--- src/rtl/hart_irq_ctrl_if.sv ---
// Configuration port of the hart interrupt conditioner.
//
// Handshake: the master holds cfg_req_i high for one cycle per access; the
// slave grants in the same cycle (cfg_gnt_o follows cfg_req_i, never stalls),
// so every cycle with cfg_req_i high is one accepted access. Exactly one
// cycle later the slave pulses cfg_rvalid_o for one cycle, with cfg_rdata_o
// carrying the read value (0 for writes and whenever cfg_rvalid_o is low).
interface hart_irq_ctrl_if;
    logic        cfg_req_i;
    logic        cfg_we_i;
    logic [7:0]  cfg_addr_i;
    logic [31:0] cfg_wdata_i;
    logic        cfg_gnt_o;
    logic        cfg_rvalid_o;
    logic [31:0] cfg_rdata_o;

    modport master (
        output cfg_req_i, cfg_we_i, cfg_addr_i, cfg_wdata_i,
        input  cfg_gnt_o, cfg_rvalid_o, cfg_rdata_o
    );

    modport slave (
        input  cfg_req_i, cfg_we_i, cfg_addr_i, cfg_wdata_i,
        output cfg_gnt_o, cfg_rvalid_o, cfg_rdata_o
    );
endinterface

--- src/rtl/hart_irq_ctrl.sv ---
// Interrupt conditioning for NrHarts cores: synchronises the five async
// interrupt lines of each hart, applies per-source level/edge mode and
// enable masking, and drives registered interrupt outputs. Per-hart
// registers (word address [7:2] = hart, [1:0] = register):
//   0 ENABLE  rw   output mask
//   1 MODE    rw   1 = rising edge, 0 = level
//   2 PENDING r/w1c  reads MODE ? pending : synced level
//   3 SWSET   wo   sets pending of edge-mode sources, reads 0
// Source bit order per hart: irq[0], irq[1], ipi, time_irq, debug_req.
module hart_irq_ctrl #(
    parameter int NrHarts    = 1,
    parameter int SyncStages = 2
) (
    input  logic                 clk_i,
    input  logic                 rst_i,
    input  logic [2*NrHarts-1:0] irq_i,
    input  logic [NrHarts-1:0]   ipi_i,
    input  logic [NrHarts-1:0]   time_irq_i,
    input  logic [NrHarts-1:0]   debug_req_i,
    hart_irq_ctrl_if.slave       cfg,
    output logic [2*NrHarts-1:0] irq_o,
    output logic [NrHarts-1:0]   ipi_o,
    output logic [NrHarts-1:0]   time_irq_o,
    output logic [NrHarts-1:0]   debug_req_o
);

    typedef logic [4:0] src_t;

    localparam logic [1:0] RegEnable  = 2'd0;
    localparam logic [1:0] RegMode    = 2'd1;
    localparam logic [1:0] RegPending = 2'd2;
    localparam logic [1:0] RegSwset   = 2'd3;

    src_t raw       [NrHarts];
    src_t sync_q    [NrHarts][SyncStages];
    src_t sync      [NrHarts];
    src_t prev_q    [NrHarts];
    src_t rise      [NrHarts];
    src_t pending_q [NrHarts];
    src_t pending_d [NrHarts];
    src_t enable_q  [NrHarts];
    src_t enable_d  [NrHarts];
    src_t mode_q    [NrHarts];
    src_t mode_d    [NrHarts];
    src_t out_q     [NrHarts];
    src_t out_d     [NrHarts];
    src_t w1c       [NrHarts];
    src_t swset     [NrHarts];
    src_t mode_clr  [NrHarts];

    logic [5:0]  hart_sel;
    logic [1:0]  reg_sel;
    logic        hart_ok;
    logic        wr_en;
    src_t        wdata;
    logic [31:0] rd_val;
    logic        rvalid_q;
    logic [31:0] rdata_q;
    logic        unused_wdata;

    assign hart_sel     = cfg.cfg_addr_i[7:2];
    assign reg_sel      = cfg.cfg_addr_i[1:0];
    assign hart_ok      = ({1'b0, hart_sel} < 7'(NrHarts));
    assign wr_en        = cfg.cfg_req_i & cfg.cfg_we_i & hart_ok;
    assign wdata        = cfg.cfg_wdata_i[4:0];
    assign unused_wdata = ^cfg.cfg_wdata_i[31:5];

    // Grant is immediate: the block never stalls an access.
    assign cfg.cfg_gnt_o    = cfg.cfg_req_i;
    assign cfg.cfg_rvalid_o = rvalid_q;
    assign cfg.cfg_rdata_o  = rdata_q;

    // Gather each hart's five async lines and derive synced level and rising edge.
    always_comb begin
        for (int h = 0; h < NrHarts; h++) begin
            raw[h]  = {debug_req_i[h], time_irq_i[h], ipi_i[h], irq_i[2*h+1], irq_i[2*h]};
            sync[h] = sync_q[h][SyncStages-1];
            rise[h] = sync_q[h][SyncStages-1] & ~prev_q[h];
        end
    end

    // Register write decode and next pending/output state per hart.
    always_comb begin
        for (int h = 0; h < NrHarts; h++) begin
            enable_d[h] = enable_q[h];
            mode_d[h]   = mode_q[h];
            w1c[h]      = '0;
            swset[h]    = '0;
            mode_clr[h] = '0;
            if (wr_en && (hart_sel == 6'(h))) begin
                case (reg_sel)
                    RegEnable:  enable_d[h] = wdata;
                    RegMode: begin
                        mode_d[h]   = wdata;
                        // Leaving edge mode discards any latched edge.
                        mode_clr[h] = mode_q[h] & ~wdata;
                    end
                    RegPending: w1c[h]   = wdata;
                    RegSwset:   swset[h] = wdata & mode_q[h];
                    default: ;
                endcase
            end
            // Sets (edge or software) beat a same-cycle W1C; a mode drop beats both.
            pending_d[h] = ((pending_q[h] & ~w1c[h]) | (rise[h] & mode_q[h]) | swset[h])
                           & ~mode_clr[h];
            out_d[h]     = enable_q[h] & ((mode_q[h] & pending_q[h]) | (~mode_q[h] & sync[h]));
        end
    end

    // Read mux; harts outside the populated range match nothing and read 0.
    always_comb begin
        rd_val = '0;
        for (int h = 0; h < NrHarts; h++) begin
            if (hart_sel == 6'(h)) begin
                case (reg_sel)
                    RegEnable:  rd_val = {27'b0, enable_q[h]};
                    RegMode:    rd_val = {27'b0, mode_q[h]};
                    RegPending: rd_val = {27'b0, (mode_q[h] & pending_q[h]) |
                                                 (~mode_q[h] & sync[h])};
                    default:    rd_val = '0;
                endcase
            end
        end
    end

    // All state: synchronisers, edge history, registers, outputs and response.
    always_ff @(posedge clk_i) begin
        if (rst_i) begin
            for (int h = 0; h < NrHarts; h++) begin
                for (int s = 0; s < SyncStages; s++) begin
                    sync_q[h][s] <= '0;
                end
                prev_q[h]    <= '0;
                pending_q[h] <= '0;
                enable_q[h]  <= '0;
                mode_q[h]    <= '0;
                out_q[h]     <= '0;
            end
            rvalid_q <= 1'b0;
            rdata_q  <= '0;
        end else begin
            for (int h = 0; h < NrHarts; h++) begin
                sync_q[h][0] <= raw[h];
                for (int s = 1; s < SyncStages; s++) begin
                    sync_q[h][s] <= sync_q[h][s-1];
                end
                prev_q[h]    <= sync[h];
                pending_q[h] <= pending_d[h];
                enable_q[h]  <= enable_d[h];
                mode_q[h]    <= mode_d[h];
                out_q[h]     <= out_d[h];
            end
            rvalid_q <= cfg.cfg_req_i;
            rdata_q  <= (cfg.cfg_req_i && !cfg.cfg_we_i) ? rd_val : 32'h0;
        end
    end

    // Fan the registered per-hart vectors out to the core-facing lines.
    always_comb begin
        irq_o       = '0;
        ipi_o       = '0;
        time_irq_o  = '0;
        debug_req_o = '0;
        for (int h = 0; h < NrHarts; h++) begin
            irq_o[2*h]     = out_q[h][0];
            irq_o[2*h+1]   = out_q[h][1];
            ipi_o[h]       = out_q[h][2];
            time_irq_o[h]  = out_q[h][3];
            debug_req_o[h] = out_q[h][4];
        end
    end

endmodule

--- src/flat_wrapper.sv ---
// flat-port wrapper written by rule: the top's interface ports become plain ports
module hart_irq_ctrl_flat 
#(
    parameter int NrHarts    = 1,
    parameter int SyncStages = 2
)
  (clk_i, rst_i, irq_i, ipi_i, time_irq_i, debug_req_i, irq_o, ipi_o, time_irq_o, debug_req_o, cfg_cfg_req_i, cfg_cfg_we_i, cfg_cfg_addr_i, cfg_cfg_wdata_i, cfg_cfg_gnt_o, cfg_cfg_rvalid_o, cfg_cfg_rdata_o);
  hart_irq_ctrl_if cfg_i ();
  input  logic clk_i;
  input  logic rst_i;
  input  logic [2*NrHarts-1:0] irq_i;
  input  logic [NrHarts-1:0] ipi_i;
  input  logic [NrHarts-1:0] time_irq_i;
  input  logic [NrHarts-1:0] debug_req_i;
  output logic [2*NrHarts-1:0] irq_o;
  output logic [NrHarts-1:0] ipi_o;
  output logic [NrHarts-1:0] time_irq_o;
  output logic [NrHarts-1:0] debug_req_o;
  input wire logic [$bits(cfg_i.cfg_req_i)-1:0] cfg_cfg_req_i;
  input wire logic [$bits(cfg_i.cfg_we_i)-1:0] cfg_cfg_we_i;
  input wire logic [$bits(cfg_i.cfg_addr_i)-1:0] cfg_cfg_addr_i;
  input wire logic [$bits(cfg_i.cfg_wdata_i)-1:0] cfg_cfg_wdata_i;
  output wire logic [$bits(cfg_i.cfg_gnt_o)-1:0] cfg_cfg_gnt_o;
  output wire logic [$bits(cfg_i.cfg_rvalid_o)-1:0] cfg_cfg_rvalid_o;
  output wire logic [$bits(cfg_i.cfg_rdata_o)-1:0] cfg_cfg_rdata_o;
  assign cfg_i.cfg_req_i = cfg_cfg_req_i;
  assign cfg_i.cfg_we_i = cfg_cfg_we_i;
  assign cfg_i.cfg_addr_i = cfg_cfg_addr_i;
  assign cfg_i.cfg_wdata_i = cfg_cfg_wdata_i;
  assign cfg_cfg_gnt_o = cfg_i.cfg_gnt_o;
  assign cfg_cfg_rvalid_o = cfg_i.cfg_rvalid_o;
  assign cfg_cfg_rdata_o = cfg_i.cfg_rdata_o;
  hart_irq_ctrl #(.NrHarts(NrHarts), .SyncStages(SyncStages)) u_core (.clk_i(clk_i), .rst_i(rst_i), .irq_i(irq_i), .ipi_i(ipi_i), .time_irq_i(time_irq_i), .debug_req_i(debug_req_i), .cfg(cfg_i), .irq_o(irq_o), .ipi_o(ipi_o), .time_irq_o(time_irq_o), .debug_req_o(debug_req_o));
endmodule
--- config.mk ---
export PLATFORM = sky130hd
export DESIGN_NAME = hart_irq_ctrl_flat
export DESIGN_NICKNAME = d
export VERILOG_FILES = /design/src/rtl/hart_irq_ctrl_if.sv /design/src/rtl/hart_irq_ctrl.sv /design/src/flat_wrapper.sv
export SDC_FILE = /design/constraint.sdc
export NUM_CORES = 1
export LEC_CHECK = 0
export ABC_AREA = 1
export CORE_MARGIN = 3
export CORE_UTILIZATION = 41
export DETAILED_ROUTE_END_ITERATION = 10
export DONT_BUFFER_PORTS = 1
export PLACE_DENSITY = 0.6
export SYNTH_ARGS = -nofsm -noshare
export SYNTH_HDL_FRONTEND = slang
export SYNTH_SLANG_ARGS = --single-unit
--- constraint.sdc ---
create_clock -name clk_i -period 2.89 [get_ports clk_i]
set_clock_uncertainty 0.2 [all_clocks]
set_input_delay 0.578 -clock clk_i [delete_from_list [all_inputs] [get_ports clk_i]]
set_output_delay 0.578 -clock clk_i [all_outputs]
set_load 0.01 [all_outputs]
==> results_dict.tcl, run 1 <==
set metrics [dict create \
    outcome "completed" \
    cts_setup_buffers 0 \
    post_cts_resized 0 \
    crit_path_end_kind "flop" \
    ir_drop_mv 0.333 \
    synth_top_area_share_pct 43.4 \
    cts_tree "built" \
    num_rows 24 \
    stdcell_area_sq_mm 0.00192 \
    fp.dieH_microns 74.0 \
    wire_per_inst_microns 11.6 \
    grt-ovfl-total 0 \
    syn_to_final_growth_pct 1.45 \
    holdCritPathClass "input port to flop" \
    yosys-top-cells-area "dfxtp_1, nor2_1, buf_4" \
    nNetsFinal 317 \
    dpl_cell_area_sq_mm 0.00183 \
    die-area_sq_mm 0.00547 \
    cts-root-buf "clkbuf_8" \
    antenna_found_initial 0 \
    setup_tns_ns 0 \
    p_sw_share_pct 22.7 \
    crit_fanout 5 \
    internal-power_mw 0.776 \
    timing.final.crit_share_pct 53.3 \
    core_area_sq_mm 0.00441 \
    cts_buffers 5 \
    leakagePower_nw 0.873 \
    period_needed_ns 1.54 \
    vias 1443 \
    ys_seq_area_share_pct 43.4 \
    cts.sinks 41 \
    max_cap_violations 0 \
    p_switching_mw 0.228 \
    syn-cell-area_sq_mm 0.00189 \
    path_class "input port to flop" \
    start_kind "input port" \
    clk_path_buf_depth 2 \
    synth_common_cells "nor2_1, nand2_1, dfxtp_1" \
    yosys_most_used_dff "dfxtp_1" \
    first_iter_violations 47 \
    first_pass_iters 4 \
    synthDistinctLibCells 20 \
    seqPwrFrac_pct 57.4 \
    slowest_delay_ns 0.30 \
    slew_violations 0 \
    setup_viol 0 \
    critical_path_arrival_ns 1.55 \
    place_congestion 0.803 \
    crit_path_frequent_cell "nor2_2" \
    yosys_warnings 0 \
    dp_hpwl_mm 2.66 \
    syn_area_per_cell_sq_um 7.12 \
    io-pin-count 88 \
    ys_ff_latch 41 \
    pwr-share-comb_pct 6.0 \
    slowest_stage "nand3_1" \
    critPathRequiredTime_ns 2.90 \
    synth_cells 266 \
    drc 0 \
    synth_edf_count 0 \
    clk_pin_slew_ns 0.07 \
    ant_nets 0 \
    drive_gt1_share_pct 7.09 \
    num_antenna_cells 0 \
    start_util_pct 42.9 \
    yosysTopAreaCell "dfxtp_1" \
    track_usage_pct 14.3 \
    holdBufCountCts 0 \
    grt_max_degree 24 \
    viasPerCell 4.51 \
    portBuffers 0 \
    synth_most_common_cell "nor2_1" \
    grt_pass1_wl_mm 5.91 \
    power.density_mw_per_mm2 523 \
    grt_pass1_vias 1266 \
    wl_mm 3.72 \
    rsz0062_at_grt "no" \
    hold_viol 0 \
    pwr-share-clk_pct 36.6 \
    clk_latency_ns 0.29 \
    die_w_microns 74.0 \
    cp_cell_sequence "nor2_2 > inv_1 > nor2_2 > nand3_1 > a31oi_1" \
    power.total_mw 1.00 \
    max_freq_ghz 0.649 \
    async_flop_share_pct 0 \
    h-tree-depth 2 \
]
## routing by layer
layer	GRT usage [%]	vias up	routed length (microns)
met5	0	-	0
met4	4.23	0	61
met3	5.14	11	258
met2	22.7	38	1720
met1	18.3	632	1680
li1	-	762	-
## final cells by class
cell class / instances / area (sq um)
Clock buffer: 7 / 86.3
Inverter: 31 / 126
Fill cell: 473 / 2490
Multi-Input combinational cell: 189 / 822
Tap cell: 52 / 65.1
Sequential cell: 41 / 821
## flip-flops by register name (all words and copies together) (netlist names)
signal,count
u_core.sync_q,10
u_core.cfg.cfg_rdata_o,5
u_core.enable_q,5
u_core.mode_q,5
u_core.out_q,5
u_core.pending_q,5
u_core.prev_q,5
u_core.cfg.cfg_rvalid_o,1
## power groups by stage
stage	Clock [mW]	Sequential, mW	Combinational (mW)
floorplan	0	0.589	0.0818
global placement	0	0.590	0.0585
detailed placement	0	0.590	0.0591
CTS	0.378	0.577	0.0594
global route	0.398	0.577	0.0701
finish	0.367	0.577	0.0600
## kinds of logic (layout without fill, tap and decap cells)
group	count (synthesis)	in the layout	share of synthesized area (%)
DFF	41	41	43.4
buffers and inverters	62	38	18.4
and+or+nand+nor	141	141	32.2
other	1	27	0.198
AOI/OAI and AO/OA	21	21	5.88
## final timing paths
path / start / endpoint / slack (ns) / cells after the start
min: rst_i / u_core.sync_q[0][4] / 0.16 / 1
max reg2reg: u_core.mode_q[0][4] / u_core.cfg.cfg_rdata_o[4] / 1.78 / 3
min reg2reg: u_core.sync_q[0][5] / u_core.sync_q[0][0] / 0.20 / 2
max: cfg_cfg_addr_i[3] / u_core.cfg.cfg_rdata_o[1] / 1.35 / 5
## metrics by stage
stage / utilization [%] / std cells / setup slack (ns) / hold WS [ns]
detailed placement: 41.6 / 313 / 1.06 / 0.193
finish: 43.5 / 320 / 1.35 / 0.157
global placement: 41.6 / 313 / 1.06 / 0.193
floorplan: - / 292 / 1.30 / 0.188
CTS: 43.5 / 320 / 1.34 / 0.151
global route: 43.5 / 320 / 1.26 / 0.140
## cells in the final DEF (no fill, tap or decap), types with 2 or more instances in the layout
| cell type | instances |
|---|---|
| nand2_1 | 51 |
| nand3_1 | 10 |
| nand4_1 | 4 |
| o21ai_1 | 7 |
| inv_1 | 28 |
| nand2_4 | 2 |
| nor2_2 | 5 |
| clkbuf_8 | 6 |
| o21ai_0 | 8 |
| a31oi_1 | 5 |
| nor2_1 | 66 |
| clkinv_4 | 2 |
| dfxtp_1 | 41 |
| conb_1 | 27 |
## critical path: cells and delay by family
kind,cells,cell delay (ns)
buf+inv,1,0.06
compound gates,1,0.25
simple gates,3,0.65
(Power assumes the default switching activity.)
==> run 2, diff against run 1 <==
Settings changed: PLACE_DENSITY 0.6 to 0.62.
Clock period 2.89 ns to 1.3 ns, I/O delays scaled along.
==> run 2 against run 1 <==
  * The run now ends with negative hold slack left
  * Clock-buffer cell count is 2 lower
  * Sequential cell count stayed put
  * Final cell count is 10% higher
  * Combinational power grew to 3.3 times the previous value
  * Global-route usage is 2.5 points higher
  * Critical path depth is 2 lower
  * Design area is 18% higher
  * Utilization is 7.8 points higher
  * Largest power group unchanged
  * Highest routed layer unchanged
==> results_dict.tcl, run 2 (synthesized netlist as in run 1, its figures left out) <==
set metrics [dict create \
    outcome "finished with violations" \
    violations "negative hold slack" \
    crit_end "u_core.prev_q[0][3]" \
    setup_tns_ns 0 \
    p_switching_mw 0.569 \
    start_util_pct 42.9 \
    register_area_sq_um 823 \
    critPathBufInv 2 \
    critPathRequiredTime_ns 1.28 \
    ir_drop_mv 0.600 \
    r2r_cells 3 \
    max_cap_violations 0 \
    largest_reg_flops 10 \
    cts_setup_buffers 0 \
    cts_buffers 5 \
    r2r-start "u_core.sync_q[0][3]" \
    stdcell_area_sq_mm 0.00227 \
    clk_latency_ns 0.29 \
    period_needed_ns 1.26 \
    grt-ovfl-total 0 \
    final_common_cell "nor2_1" \
    vias 1604 \
    viasPerCell 4.56 \
    internal-power_mw 2.12 \
    syn_to_final_growth_pct 19.7 \
    setup_viol 0 \
    slowest_delay_ns 0.54 \
    nNetsFinal 348 \
    holdCritPathClass "input port to flop" \
    power.density_mw_per_mm2 1190 \
    portBuffers 0 \
    drc 0 \
    max_freq_ghz 0.797 \
    critical_path_arrival_ns 1.24 \
    num_antenna_cells 0 \
    io-pin-count 88 \
    timing.final.crit_share_pct 96.6 \
    start_kind "flop" \
    wl_mm 4.18 \
    slew_violations 0 \
    multiInputGateArea_sq_um 827 \
    pwr-share-comb_pct 7.4 \
    p_sw_share_pct 21.2 \
    clk_pin_slew_ns 0.08 \
    cp_top_family "buffers and inverters" \
    dp_hpwl_mm 2.73 \
    seqPwrFrac_pct 47.8 \
    most-common-layout-cells "nor2_1, nand2_1, dfxtp_1" \
    track_usage_pct 16.8 \
    slowest_stage "dlygate4sd3_1" \
    drive_gt1_share_pct 12.0 \
    hold_viol 1 \
    clk_path_buf_depth 2 \
    rrSetupSlack_ns 0.04 \
    path_depth 3 \
    pre_cts_ws_ns -0.0763 \
    power.total_mw 2.69 \
    largest_register "u_core.sync_q" \
    place_congestion 0.833 \
    leakagePower_nw 1.07 \
    ant_nets 0 \
    die-area_sq_mm 0.00547 \
    critPathLaunch "u_core.sync_q[0][3]" \
    wire_per_inst_microns 11.9 \
    path_class "flop to flop" \
    core_area_sq_mm 0.00441 \
    grt_max_degree 19 \
    die_w_microns 74.0 \
    fin_ws_ns 0.0447 \
    grt_pass1_wl_mm 6.96 \
    fp.dieH_microns 74.0 \
    dpl_cell_area_sq_mm 0.00189 \
    final_core_util_pct 51.3 \
    cp_cell_sequence "inv_2 > nor2_1 > dlygate4sd3_1" \
    rsz0062_at_grt "no" \
    cts_tree "built" \
    h-tree-depth 2 \
    first_iter_violations 118 \
    grt_pass1_vias 1448 \
    num_rows 24 \
    crit_fanout 3 \
    antenna_found_initial 0 \
    fillers 443 \
    crit_path_end_kind "flop" \
    whs_ns -0.00817 \
    reg2reg_to "u_core.prev_q[0][3]" \
    cts.sinks 41 \
    pwr-share-clk_pct 44.8 \
    first_pass_iters 4 \
    cts-root-buf "clkbuf_8" \
]
run 2: cell count changes in the layout (fill, tap and decap cells not counted), sizes merged:
cell / delta
dlygate4sd3: +23
buf: +8
bufinv: +2
clkbuf: -2
clkinv: +1
run 2: what timing repair did:
| item | 4_1_cts | 5_1_grt |
|---|---|---|
| setup endpoints to repair | 0 | 6 |
| resized for setup | 0 | 8 |
| hold endpoints to repair | 33 | 1 |
| hold buffers | 23 | 1 |
run 2: metal layers:
metal	global-route usage, %	vias to the layer above	routed length, microns
li1	-	826	-
met1	21.4	735	1860
met2	28.2	38	2050
met3	4.32	5	232
met4	4.43	0	41
met5	0	-	0
run 2: worst min-delay path, stage by stage:
cell,delay (ns)
nor2_4,0.03
nand2_1,0.07
a31oi_1,0.08
run 2: worst min path at each step:
stage | start | to | slack, ns | depth (start not counted)
finish | cfg_cfg_addr_i[1] | u_core.cfg.cfg_rdata_o[4] | -0.008 | 3
global route | cfg_cfg_addr_i[1] | u_core.cfg.cfg_rdata_o[4] | 0.01 | 3
CTS | cfg_cfg_addr_i[1] | u_core.cfg.cfg_rdata_o[4] | -0.006 | 3
detailed placement | rst_i | u_core.sync_q[0][1] | 0.14 | 1
global placement | rst_i | u_core.prev_q[0][3] | 0.14 | 1
floorplan | rst_i | u_core.cfg.cfg_rvalid_o | 0.14 | 1
run 2: power by group through the flow:
stage               clock [mW]  sequential (mW)  combinational (mW)
finish                    1.20             1.28               0.200
global route              1.29             1.29               0.226
CTS                       1.22             1.28               0.194
detailed placement           0             1.31               0.142
global placement             0             1.31               0.141
floorplan                    0             1.31               0.182
run 2: cell type report:
class / count / share of cell area [%]
clock buffers: 5 / 3.04
clock inverters: 3 / 2.87
inverters: 31 / 5.58
multi-input cells: 189 / 36.5
flip-flops and latches: 41 / 36.3
well taps: 52 / 2.87
repair buffers: 31 / 12.8
run 2: through the flow:
step                      cells  hold WS, ns
after floorplan             292        0.143
after global placement      321        0.136
after detailed placement    321        0.137
after CTS                   352     -0.00646
after global routing        352       0.0132
final                       352     -0.00817
